$ cat config.mk
export PLATFORM = sky130hd
export DESIGN_NAME = c3lib_gf_clksel_ctrl_flat
export DESIGN_NICKNAME = d
export VERILOG_FILES = /design/src/rtl/c3lib_gf_clksel_ctrl_if.sv /design/src/rtl/c3lib_gf_clksel_ctrl.sv /design/src/flat_wrapper.sv
export SDC_FILE = /design/constraint.sdc
export NUM_CORES = 1
export LEC_CHECK = 0
export CAP_MARGIN = 5
export CORE_MARGIN = 4
export CORE_UTILIZATION = 35
export CTS_CLUSTER_SIZE = 30
export DETAILED_ROUTE_END_ITERATION = 7
export GPL_TIMING_DRIVEN = 0
export HOLD_SLACK_MARGIN = 0.02
export PLACE_DENSITY_LB_ADDON = 0.2
export SLEW_MARGIN = 20
export SYNTH_ARGS = -nofsm -noshare
export SYNTH_HDL_FRONTEND = slang
export SYNTH_SLANG_ARGS = --single-unit
$ cat constraint.sdc
create_clock -name clk -period 1.82 [get_ports clk]
set_input_delay 0.273 -clock clk [delete_from_list [all_inputs] [get_ports clk]]
set_output_delay 0.273 -clock clk [all_outputs]
set_load 0.02 [all_outputs]
$ cat src/rtl/c3lib_gf_clksel_ctrl_if.sv
// ============================================================================
// c3lib_gf_clksel_ctrl_if : switch-request handshake and completion pulses
// Revision: 1.0
// ============================================================================
`default_nettype none

interface c3lib_gf_clksel_ctrl_if;
  logic i_req_vld;
  logic i_req_sel;
  logic o_req_rdy;
  logic o_done;
  logic o_err;

  modport slave (
    input  i_req_vld,
    input  i_req_sel,
    output o_req_rdy,
    output o_done,
    output o_err
  );

  modport master (
    output i_req_vld,
    output i_req_sel,
    input  o_req_rdy,
    input  o_done,
    input  o_err
  );
endinterface

`default_nettype wire

$ cat src/rtl/c3lib_gf_clksel_ctrl.sv
// ============================================================================
// c3lib_gf_clksel_ctrl : clock-select sequencer for the glitch-free clock mux
// Revision: 1.0
// ============================================================================
`default_nettype none

module c3lib_gf_clksel_ctrl #(
  parameter int SETTLE_CYC = 16,
  parameter int CNT_WIDTH  = 8
) (
  input  wire logic                  clk,
  input  wire logic                  rst_n,
  c3lib_gf_clksel_ctrl_if.slave      req_if,
  input  wire logic                  i_clk_a_ok,
  input  wire logic                  i_clk_b_ok,
  input  wire logic                  i_scan_mode_n,
  output logic                       o_sel_clk,
  output logic                       o_busy
);

  typedef enum logic [0:0] {
    ST_IDLE   = 1'b0,
    ST_SETTLE = 1'b1
  } state_t;

  localparam logic [CNT_WIDTH-1:0] C_CNT_LOAD = CNT_WIDTH'(SETTLE_CYC - 1);

  state_t                r_state, w_state_nxt;
  logic [CNT_WIDTH-1:0]  r_cnt, w_cnt_nxt;
  logic                  r_sel, w_sel_nxt;
  logic                  r_busy, w_busy_nxt;
  logic                  r_done, w_done_nxt;
  logic                  r_err, w_err_nxt;
  logic                  r_a_meta, r_a_ok;
  logic                  r_b_meta, r_b_ok;
  logic                  w_accept;
  logic                  w_tgt_ok;

  // Two-flop synchronizers for the async clock-running levels, reset to 0.
  always_ff @(posedge clk or negedge rst_n) begin
    if (!rst_n) begin
      r_a_meta <= 1'b0;
      r_a_ok   <= 1'b0;
      r_b_meta <= 1'b0;
      r_b_ok   <= 1'b0;
    end else begin
      r_a_meta <= i_clk_a_ok;
      r_a_ok   <= r_a_meta;
      r_b_meta <= i_clk_b_ok;
      r_b_ok   <= r_b_meta;
    end
  end

  always_ff @(posedge clk or negedge rst_n) begin
    if (!rst_n) begin
      r_state <= ST_IDLE;
      r_cnt   <= '0;
      r_sel   <= 1'b0;
      r_busy  <= 1'b0;
      r_done  <= 1'b0;
      r_err   <= 1'b0;
    end else begin
      r_state <= w_state_nxt;
      r_cnt   <= w_cnt_nxt;
      r_sel   <= w_sel_nxt;
      r_busy  <= w_busy_nxt;
      r_done  <= w_done_nxt;
      r_err   <= w_err_nxt;
    end
  end

  assign w_accept = req_if.i_req_vld && (r_state == ST_IDLE);
  assign w_tgt_ok = req_if.i_req_sel ? r_b_ok : r_a_ok;

  always_comb begin
    w_state_nxt = r_state;
    w_cnt_nxt   = r_cnt;
    w_sel_nxt   = r_sel;
    w_busy_nxt  = r_busy;
    w_done_nxt  = 1'b0;
    w_err_nxt   = 1'b0;
    case (r_state)
      ST_IDLE: begin
        if (w_accept) begin
          if (req_if.i_req_sel == r_sel) begin
            w_done_nxt = 1'b1;
          end else if (!w_tgt_ok) begin
            w_err_nxt = 1'b1;
          end else begin
            w_sel_nxt   = req_if.i_req_sel;
            w_state_nxt = ST_SETTLE;
            w_cnt_nxt   = C_CNT_LOAD;
            w_busy_nxt  = 1'b1;
          end
        end
      end
      ST_SETTLE: begin
        // Requests are dropped here; a losing target clock does not abort.
        if (r_cnt == '0) begin
          w_state_nxt = ST_IDLE;
          w_busy_nxt  = 1'b0;
          w_done_nxt  = 1'b1;
        end else begin
          w_cnt_nxt = r_cnt - 1'b1;
        end
      end
      default: begin
        w_state_nxt = ST_IDLE;
        w_busy_nxt  = 1'b0;
      end
    endcase
  end

  // Scan forces the clock-A path after the register; the FSM keeps running.
  assign o_sel_clk        = r_sel & i_scan_mode_n;
  assign o_busy           = r_busy;
  assign req_if.o_req_rdy = (r_state == ST_IDLE);
  assign req_if.o_done    = r_done;
  assign req_if.o_err     = r_err;

endmodule

`default_nettype wire
$ cat src/flat_wrapper.sv
// flat-port wrapper written by rule: the top's interface ports become plain ports
module c3lib_gf_clksel_ctrl_flat 
#(
  parameter int SETTLE_CYC = 16,
  parameter int CNT_WIDTH  = 8
)
  (clk, rst_n, i_clk_a_ok, i_clk_b_ok, i_scan_mode_n, o_sel_clk, o_busy, req_if_i_req_vld, req_if_i_req_sel, req_if_o_req_rdy, req_if_o_done, req_if_o_err);
  c3lib_gf_clksel_ctrl_if req_if_i ();
  input  wire logic clk;
  input  wire logic rst_n;
  input  wire logic i_clk_a_ok;
  input  wire logic i_clk_b_ok;
  input  wire logic i_scan_mode_n;
  output logic o_sel_clk;
  output logic o_busy;
  input wire logic [$bits(req_if_i.i_req_vld)-1:0] req_if_i_req_vld;
  input wire logic [$bits(req_if_i.i_req_sel)-1:0] req_if_i_req_sel;
  output wire logic [$bits(req_if_i.o_req_rdy)-1:0] req_if_o_req_rdy;
  output wire logic [$bits(req_if_i.o_done)-1:0] req_if_o_done;
  output wire logic [$bits(req_if_i.o_err)-1:0] req_if_o_err;
  assign req_if_i.i_req_vld = req_if_i_req_vld;
  assign req_if_i.i_req_sel = req_if_i_req_sel;
  assign req_if_o_req_rdy = req_if_i.o_req_rdy;
  assign req_if_o_done = req_if_i.o_done;
  assign req_if_o_err = req_if_i.o_err;
  c3lib_gf_clksel_ctrl #(.SETTLE_CYC(SETTLE_CYC), .CNT_WIDTH(CNT_WIDTH)) u_core (.clk(clk), .rst_n(rst_n), .req_if(req_if_i), .i_clk_a_ok(i_clk_a_ok), .i_clk_b_ok(i_clk_b_ok), .i_scan_mode_n(i_scan_mode_n), .o_sel_clk(o_sel_clk), .o_busy(o_busy));
endmodule
== Yosys cells after proc, flatten, opt, wreduce, memory -nomap -nowiden ==
Cells that the tools add are included.

* Flip-flop bits (word level): 17

* $add $sub $neg: 1
* Eq/ne operators: 6
* Multiplexer cells: 24
* Bitwise logic cells: 3
* Reduce and logical (&&, ||, !) cells: 5

{| class="wikitable"
|+ Operators by type and width
! cell !! number
|-
| $mux W8 || 4
|-
| $mux W1 || 16
|-
| $pmux W8 S2 || 1
|-
| $reduce_and A4 Y1 || 3
|-
| $logic_not A8 Y1 || 1
|-
| $sub A8 B1 Y8 const B || 1
|-
| $ne A2 B2 Y1 const B || 3
|-
| $pmux W1 S2 || 3
|-
| $ne A2 B1 Y1 const B || 2
|-
| $not A1 Y1 || 2
|-
| $and A1 B1 Y1 || 1
|-
| $eq A1 B1 Y1 || 1
|-
| $logic_and A1 B1 Y1 || 1
|}

== Logic depth before layout (Yosys ltp) ==
Gate-level depths: netlist (run 1).

* Depth after elaboration: 5
* Mapped depth: 6

== Least setup slack after synthesis (run 1) ==
OpenSTA, ideal clock, no wires.

* Kind: register to register
* Start: register u_core.r_cnt[2]
* End: register u_core.r_cnt[3]
* Setup time: 0.132 ns
* Arrival time: 1.693 ns
* Required time: 1.688 ns
* Path slack: -0.004 ns
* Stages on the path, launching flop included: 5
* Buffers on the path: 0
* Clock period less this slack: 1.824 ns
* Cell sequence: dfrtp_1 -> or4_4 -> o41ai_2 -> nor3_1 -> or3b_1

* Longest elaborated chain between the ends: 3
* Elaborated cells between the ends (all ways): 6

{| class="wikitable"
|+ Ends and longest elaborated chain
! item !! RTL line !! RTL
|-
| start, declared || c3lib_gf_clksel_ctrl.sv:29 || <nowiki>logic [CNT_WIDTH-1:0] r_cnt, w_cnt_nxt;</nowiki>
|-
| start signal, assigned || c3lib_gf_clksel_ctrl.sv:64 || <nowiki>r_cnt <= w_cnt_nxt;</nowiki>
|-
| $sub A8 B1 Y8 or $logic_not A8 Y1 (tied branches) || c3lib_gf_clksel_ctrl.sv:104, c3lib_gf_clksel_ctrl.sv:99 ||
|-
| $mux W8 or $ne A2 B2 Y1 (tied branches) || n/a ||
|-
| $pmux W8 S2 or $reduce_and A4 Y1 (tied branches) || n/a ||
|}

Parallel ways exist; a longest one is shown, timed or not. The select of a mux whose other input is x is not followed.
A chain may end at the register's enable or synchronous reset.

== Final worst setup path (run 1) ==
* Start: register u_core.r_cnt[2]
* End: register u_core.r_cnt[1]

* Longest elaborated chain between the ends: 3

{| class="wikitable"
|+ Ends and longest elaborated chain
! item !! RTL line !! RTL
|-
| $logic_not A8 Y1 || c3lib_gf_clksel_ctrl.sv:99 || <nowiki>if (r_cnt == '0) begin</nowiki>
|-
| $ne A2 B2 Y1 (no line) || n/a ||
|-
| $reduce_and A4 Y1 (no line) || n/a ||
|}

No other way between the ends.

==> impl_metrics.env, run 1 <==
export IMPL_outcome="finished with violations"
export IMPL_violations="setup timing"
export IMPL_wl_per_cell_um=12.3
export IMPL_firstDrtPassIters=4
export IMPL_synth_top_area_cell="dfrtp_1"
export IMPL_synth_commonest_cells="dfrtp_1 (17), a21oi_1 (6), nor2_1 (5)"
export IMPL_synth_cell_types=32
export IMPL_clk_path_buf_depth=2
export IMPL_synth_compound_area_share_pct=16.2
export IMPL_synth_xor_area_share_pct=2.25
export IMPL_dp_hpwl_um=947
export IMPL_rsz0062_at_grt="yes"
export IMPL_grt_pass1_vias=494
export IMPL_clk_pin_slew_ps=110
export IMPL_layout_setup_ws_ps=-7.78
export IMPL_synthSimpleGateAreaFrac_pct=20.9
export IMPL_power_static_leakage_nw=0.418
export IMPL_synthAdderAreaFrac_pct=1.61
export IMPL_cts_htree_levels=1
export IMPL_die_y_um=55.2
export IMPL_hp_class="flip-flop to flip-flop"
export IMPL_arrival_ps=2010
export IMPL_min_path_cells=0
export IMPL_cts_made_buffers=3
export IMPL_worst_path_stages=4
export IMPL_grt_max_degree=18
export IMPL_ys_async_sr_fraction_pct=100
export IMPL_synth_mux_area_share_pct=2.57
export IMPL_hold_viol=0
export IMPL_holdBufCountCts=0
export IMPL_start_kind="flip-flop"
export IMPL_clockRootBuffer="clkbuf_4"
export IMPL_pin_count=12
export IMPL_core_um2=2040
export IMPL_die_w_um=55.2
export IMPL_crit_type="flip-flop to flip-flop"
export IMPL_p_total_w=0.00131
export IMPL_cp_cell_sequence="or4_4, o41a_1, or2_1, a2bb2oi_1"
export IMPL_powerDensity_nw_per_um2=1320
export IMPL_syn_area_um2=779
export IMPL_cts_sinks=17
export IMPL_r2r_cells=4
export IMPL_grtUsageTotal_pct=10.2
export IMPL_syn_instance_count=69
export IMPL_drive_above_1_share_pct=16.1
export IMPL_r2r_setup_slack_ps=-8
export IMPL_ys_seq_area_share_pct=54.6
export IMPL_slew_violations=0
export IMPL_finalCritPeriodShare_pct=100
export IMPL_critPathSlowestCell="or4_4"
export IMPL_stdcell_count=114
export IMPL_vias_per_cell=4.96
export IMPL_slowest_delay_ps=580
export IMPL_fin_crit_ps=1830
export IMPL_initial_core_util_pct=38.2
export IMPL_routabilityCongestion=0.709
export IMPL_io_buffers=11
export IMPL_num_vias=566
export IMPL_netlist_area_leader_share_pct=54.6
export IMPL_die_area_um2=3050
export IMPL_wirelength_mm=1.41
export IMPL_antenna_cells=0
export IMPL_syn_to_final_growth_pct=27.3
export IMPL_cp_max_fo=4
export IMPL_max_vdd_ir_drop_v=0.000594
export IMPL_cts_tree="done"
export IMPL_ys_ff_latch=17
export IMPL_fmax_ghz=0.547
export IMPL_ys_top_cells_by_area="dfrtp_1 (55%), a21oi_1 (3.9%), mux2i_1 (2.6%), nor2_1 (2.4%), or3b_2 (2.2%)"
export IMPL_rows=16
export IMPL_drv_cap=0
export IMPL_path_buf_inv=0
export IMPL_overflow=0
export IMPL_finClkSkew_ps=7.19
export IMPL_regToRegEndpoint="u_core.r_cnt[1]"
export IMPL_reg2reg_from="u_core.r_cnt[2]"
export IMPL_antenna_found_initial=0
export IMPL_whs_endpoint="u_core.r_a_ok"
export IMPL_worst_pin_slew_ps=734
export IMPL_slew_headroom_pct=50.9
export IMPL_nNetsFinal=96
export IMPL_clk_latency_ps=290
export IMPL_avgSynthCellArea_um2=11.3
export IMPL_synth_fp_nets=77
export IMPL_drt_initial_drc_count=5
export IMPL_required_ps=2010
export IMPL_synth_top_family_by_area="simple AND/OR/NAND/NOR gates"
export IMPL_setup_violations=1
export IMPL_crit_family="simple AND/OR/NAND/NOR gates"
export IMPL_yosysMostFrequentCell="dfrtp_1"
export IMPL_worst_hold_slack_ps=359
export IMPL_synth_edff_count=0
export IMPL_ys_warn_count=0
export IMPL_worstSetupEndpointType="flip-flop"
export IMPL_drcViolationCount=0
export IMPL_ant_nets=0
export IMPL_grt_pass1_wl_mm=2.17
export IMPL_ys_flop_type="dfrtp_1"
export IMPL_worstHoldStart="u_core.r_a_meta"
export IMPL_dp_cells=107
## where the power goes
part	switching (W)	leakage, nW	internal [W]
registers	0.000122	0.204	0.000486
logic	0.000234	0.200	0.000263
clock network	0.000122	0.0139	0.0000834
total	0.000478	0.418	0.000832
## cells in the final DEF (no fill, tap or decap), drive strengths merged, types with 2 or more instances in the layout
cell,netlist,layout
a21oi,6,6
buf,0,3
clkbuf,0,3
clkdlybuf4s50,0,10
dfrtp,17,17
inv,4,4
mux2i,2,2
nand2,2,2
nand3b,2,2
nor2,5,5
nor2b,2,2
nor3,3,3
o21ai,2,2
or3b,3,3
or4,3,3
## timing repair
item | in CTS | in global routing
buffers inserted | 3 | 0
endpoints found under the hold margin | 0 | 0
setup endpoints to repair | 3 | 7
resized for setup | 1 | 3
## metrics by stage
step	util (%)	TNS, ps	cell area, um^2	setup WS [ps]
final	48.6	-7.78	992	-7.78
after global routing	48.6	-190	992	-64.1
after detailed placement	45.2	-528	923	-172
after CTS	48.3	-14.9	987	-14.6
after global placement	45.2	-412	923	-169
after floorplan	-	-4.48	779	-4.48
## area by class of cell
cell class	instances	area, um^2
fillers	194	1050
well taps	27	33.8
flip-flops and latches	17	428
inverters	4	15.0
multi-input cells	48	350
clock buffers	3	22.5
repair buffers	14	135
clock inverters	1	7.51
## cell families (layout without fill, tap and decap cells)
kind of cell	count (synthesis)	after routing
compound gates	17	17
fa+ha+maj	1	1
mux	2	2
buf+inv	4	22
simple gates	26	26
xor+xnor	2	2
flops	17	17
## metal layers
| layer | share of wire (%) | up-vias | track usage [%] |
|---|---|---|---|
| met5 | 0 | - | 0 |
| met4 | 0.93 | 0 | 5.67 |
| met3 | 4.2 | 2 | 2.68 |
| met2 | 45 | 7 | 15.0 |
| met1 | 50 | 269 | 13.5 |
| li1 | - | 288 | - |
## sequential cells by signal, summed over array words and instances, names as in the netlist
signal,count
u_core.r_a_meta,1
u_core.r_cnt,8
u_core.o_busy,1
u_core.r_b_meta,1
u_core.req_if.o_done,1
u_core.r_a_ok,1
u_core.r_state,1
u_core.r_b_ok,1
u_core.r_sel,1
u_core.req_if.o_err,1
## how the worst max path moves through the flow
| stage | from | end | slack [ps] |
|---|---|---|---|
| CTS | u_core.r_cnt[2] | u_core.r_cnt[1] | -10 |
| floorplan | u_core.r_cnt[2] | u_core.r_cnt[3] | -4 |
| detailed placement | req_if_i_req_sel | u_core.r_cnt[1] | -170 |
| global placement | req_if_i_req_sel | u_core.r_cnt[1] | -170 |
| finish | u_core.r_cnt[2] | u_core.r_cnt[1] | -8 |
| global route | u_core.r_cnt[2] | u_core.r_cnt[3] | -60 |
No activity file was read; power rests on OpenSTA's default activity.
==> inputs of run 2 (changes only) <==
CAP_MARGIN = 25   (was 5)
CORE_ASPECT_RATIO = 1.4   (was unset)
==> run 2 against run 1 <==
The flow still finishes with violations (setup timing). Count of clock-buffer cells in the layout increased by 1. Register-to-register slack about the same. Design area increased by 2.0%. Cell count decreased by 2.6%. Non-clock buffer count increased by 2. Utilization decreased by 1.6 points. Global-route usage increased by 0.55 points. Largest power group unchanged.
==> impl_metrics.env, run 2 (synthesized netlist as in run 1, its figures left out) <==
export IMPL_grt_pass1_wl_mm=2.32
export IMPL_overflow=0
export IMPL_wirelength_mm=1.53
export IMPL_cp_max_fo=4
export IMPL_final_common_cell="dfrtp_1"
export IMPL_violations="setup timing"
export IMPL_dp_hpwl_mm=1.06
export IMPL_clk_pin_slew_ps=90
export IMPL_grtUsageTotal_pct=10.7
export IMPL_dpl_worst_slack_ps=-181
export IMPL_drive_above_1_share_pct=20.2
export IMPL_finClkSkew_ps=2.44
export IMPL_worst_hold_slack_ps=358
export IMPL_slew_violations=0
export IMPL_finalCritPeriodShare_pct=100
export IMPL_die_y_um=63.8
export IMPL_p_total_w=0.00136
export IMPL_cts_made_buffers=3
export IMPL_critPathSlowestCell="or4_4"
export IMPL_hold_viol=0
export IMPL_slowest_delay_ps=580
export IMPL_drcViolationCount=0
export IMPL_largest_reg_flops=8
export IMPL_antenna_found_initial=0
export IMPL_layout_setup_ws_ps=-7.31
export IMPL_hp_class="flip-flop to flip-flop"
export IMPL_clk_path_buf_depth=2
export IMPL_core_um2=2150
export IMPL_syn_to_final_growth_pct=29.9
export IMPL_required_ps=2000
export IMPL_fin_area_um2=1010
export IMPL_fmax_ghz=0.547
export IMPL_slew_headroom_pct=50.5
export IMPL_clk_latency_ps=280
export IMPL_cts_sinks=17
export IMPL_outcome="finished with violations"
export IMPL_grt_pass1_vias=573
export IMPL_max_vdd_ir_drop_v=0.000508
export IMPL_ant_nets=0
export IMPL_antenna_cells=0
export IMPL_dp_cells=102
export IMPL_nNetsFinal=98
export IMPL_cts_htree_levels=1
export IMPL_stdcell_count=111
export IMPL_vias_per_cell=5.41
export IMPL_crit_type="flip-flop to flip-flop"
export IMPL_num_vias=601
export IMPL_rsz0062_at_grt="yes"
export IMPL_wl_per_cell_um=13.8
export IMPL_regMostFlops="u_core.r_cnt"
export IMPL_final_cell_mix="dfrtp_1 (15), clkdlybuf4s50_1 (10), a21oi_1 (6), nor2_1 (5), buf_4 (5)"
export IMPL_cts_tree="done"
export IMPL_rows=20
export IMPL_clockRootBuffer="clkbuf_4"
export IMPL_die_area_um2=3060
export IMPL_grt_max_degree=18
export IMPL_cp_cell_sequence="or4_4, o41a_1, buf_4, nor3_1, a21oi_1"
export IMPL_powerDensity_nw_per_um2=1340
export IMPL_routabilityCongestion=0.804
export IMPL_worstSetupEndpointType="flip-flop"
export IMPL_die_w_um=47.9
export IMPL_initial_core_util_pct=36.2
export IMPL_arrival_ps=2000
export IMPL_setup_violations=2
export IMPL_io_buffers=11
export IMPL_place_area_um2=917
export IMPL_drv_cap=0
export IMPL_power_static_leakage_nw=0.428
export IMPL_start_kind="flip-flop"
export IMPL_pin_count=12
export IMPL_fin_crit_ps=1830
export IMPL_firstDrtPassIters=2
export IMPL_drt_initial_drc_count=6
export IMPL_worst_pin_slew_ps=740
run 2: changes by cell type in the layout (fill, tap and decap cells not counted), sizes merged:
cell,delta
clkinvlp,-1
buf,+2
clkbuf,+1
run 2: path summary, 6_finish.rpt:
check | startpoint | endpoint | slack, ps | depth (start not counted)
hold / removal | u_core.r_a_meta | u_core.r_a_ok | 360 | 0
hold reg to reg | u_core.r_a_meta | u_core.r_a_ok | 360 | 0
setup / recovery | u_core.r_cnt[2] | u_core.r_cnt[0] | -7 | 5
max in group asynchronous | rst_n | u_core.r_sel | 890 | 1
min in group asynchronous | rst_n | u_core.r_cnt[7] | 420 | 1
setup reg to reg | u_core.r_cnt[2] | u_core.r_cnt[0] | -7 | 5
run 2: timing repair:
action | 4_1_cts | 5_1_grt
resized for setup | 1 | 6
setup buffers | 4 | 1
hold buffers | 0 | 0
endpoints found under the setup margin | 4 | 9
pin swaps | 0 | 1
run 2: routing by layer:
| metal | vias to the layer above | routed length [um] | GRT usage, % |
|---|---|---|---|
| met5 | - | 0 | 0 |
| met4 | 0 | 36 | 7.41 |
| met3 | 4 | 82 | 2.54 |
| met2 | 11 | 803 | 18.0 |
| met1 | 290 | 608 | 10.7 |
| li1 | 296 | - | - |
run 2: final cells by class:
class	count	area, um^2
Multi-Input combinational cell	48	365
Clock buffer	4	26.3
Fill cell	200	1140
Tap cell	22	27.5
Timing Repair Buffer	16	150
Inverter	4	15.0
Sequential cell	17	428
run 2: worst max-delay path: cells and delay by family (launching register included):
family,cells,cell delay [ps]
buffers and inverters,1,150
AOI/OAI and AO/OA,2,430
and+or+nand+nor,2,740
DFF,1,390
run 2: metrics by stage:
step | util, % | TNS [ps]
2_1_floorplan | - | -4.48
3_3_place_gp | 42.6 | -397
3_5_place_dp | 42.6 | -562
4_1_cts | 45.8 | -20.6
5_1_grt | 47.0 | -157
6_report | 47.0 | -11.8
run 2: power by group:
group | switching, W | total (W) | internal, W | leakage (nW)
logic | 0.000255 | 0.000549 | 0.000295 | 0.209
clock network | 0.000111 | 0.000196 | 0.0000851 | 0.0150
registers | 0.000129 | 0.000615 | 0.000486 | 0.204
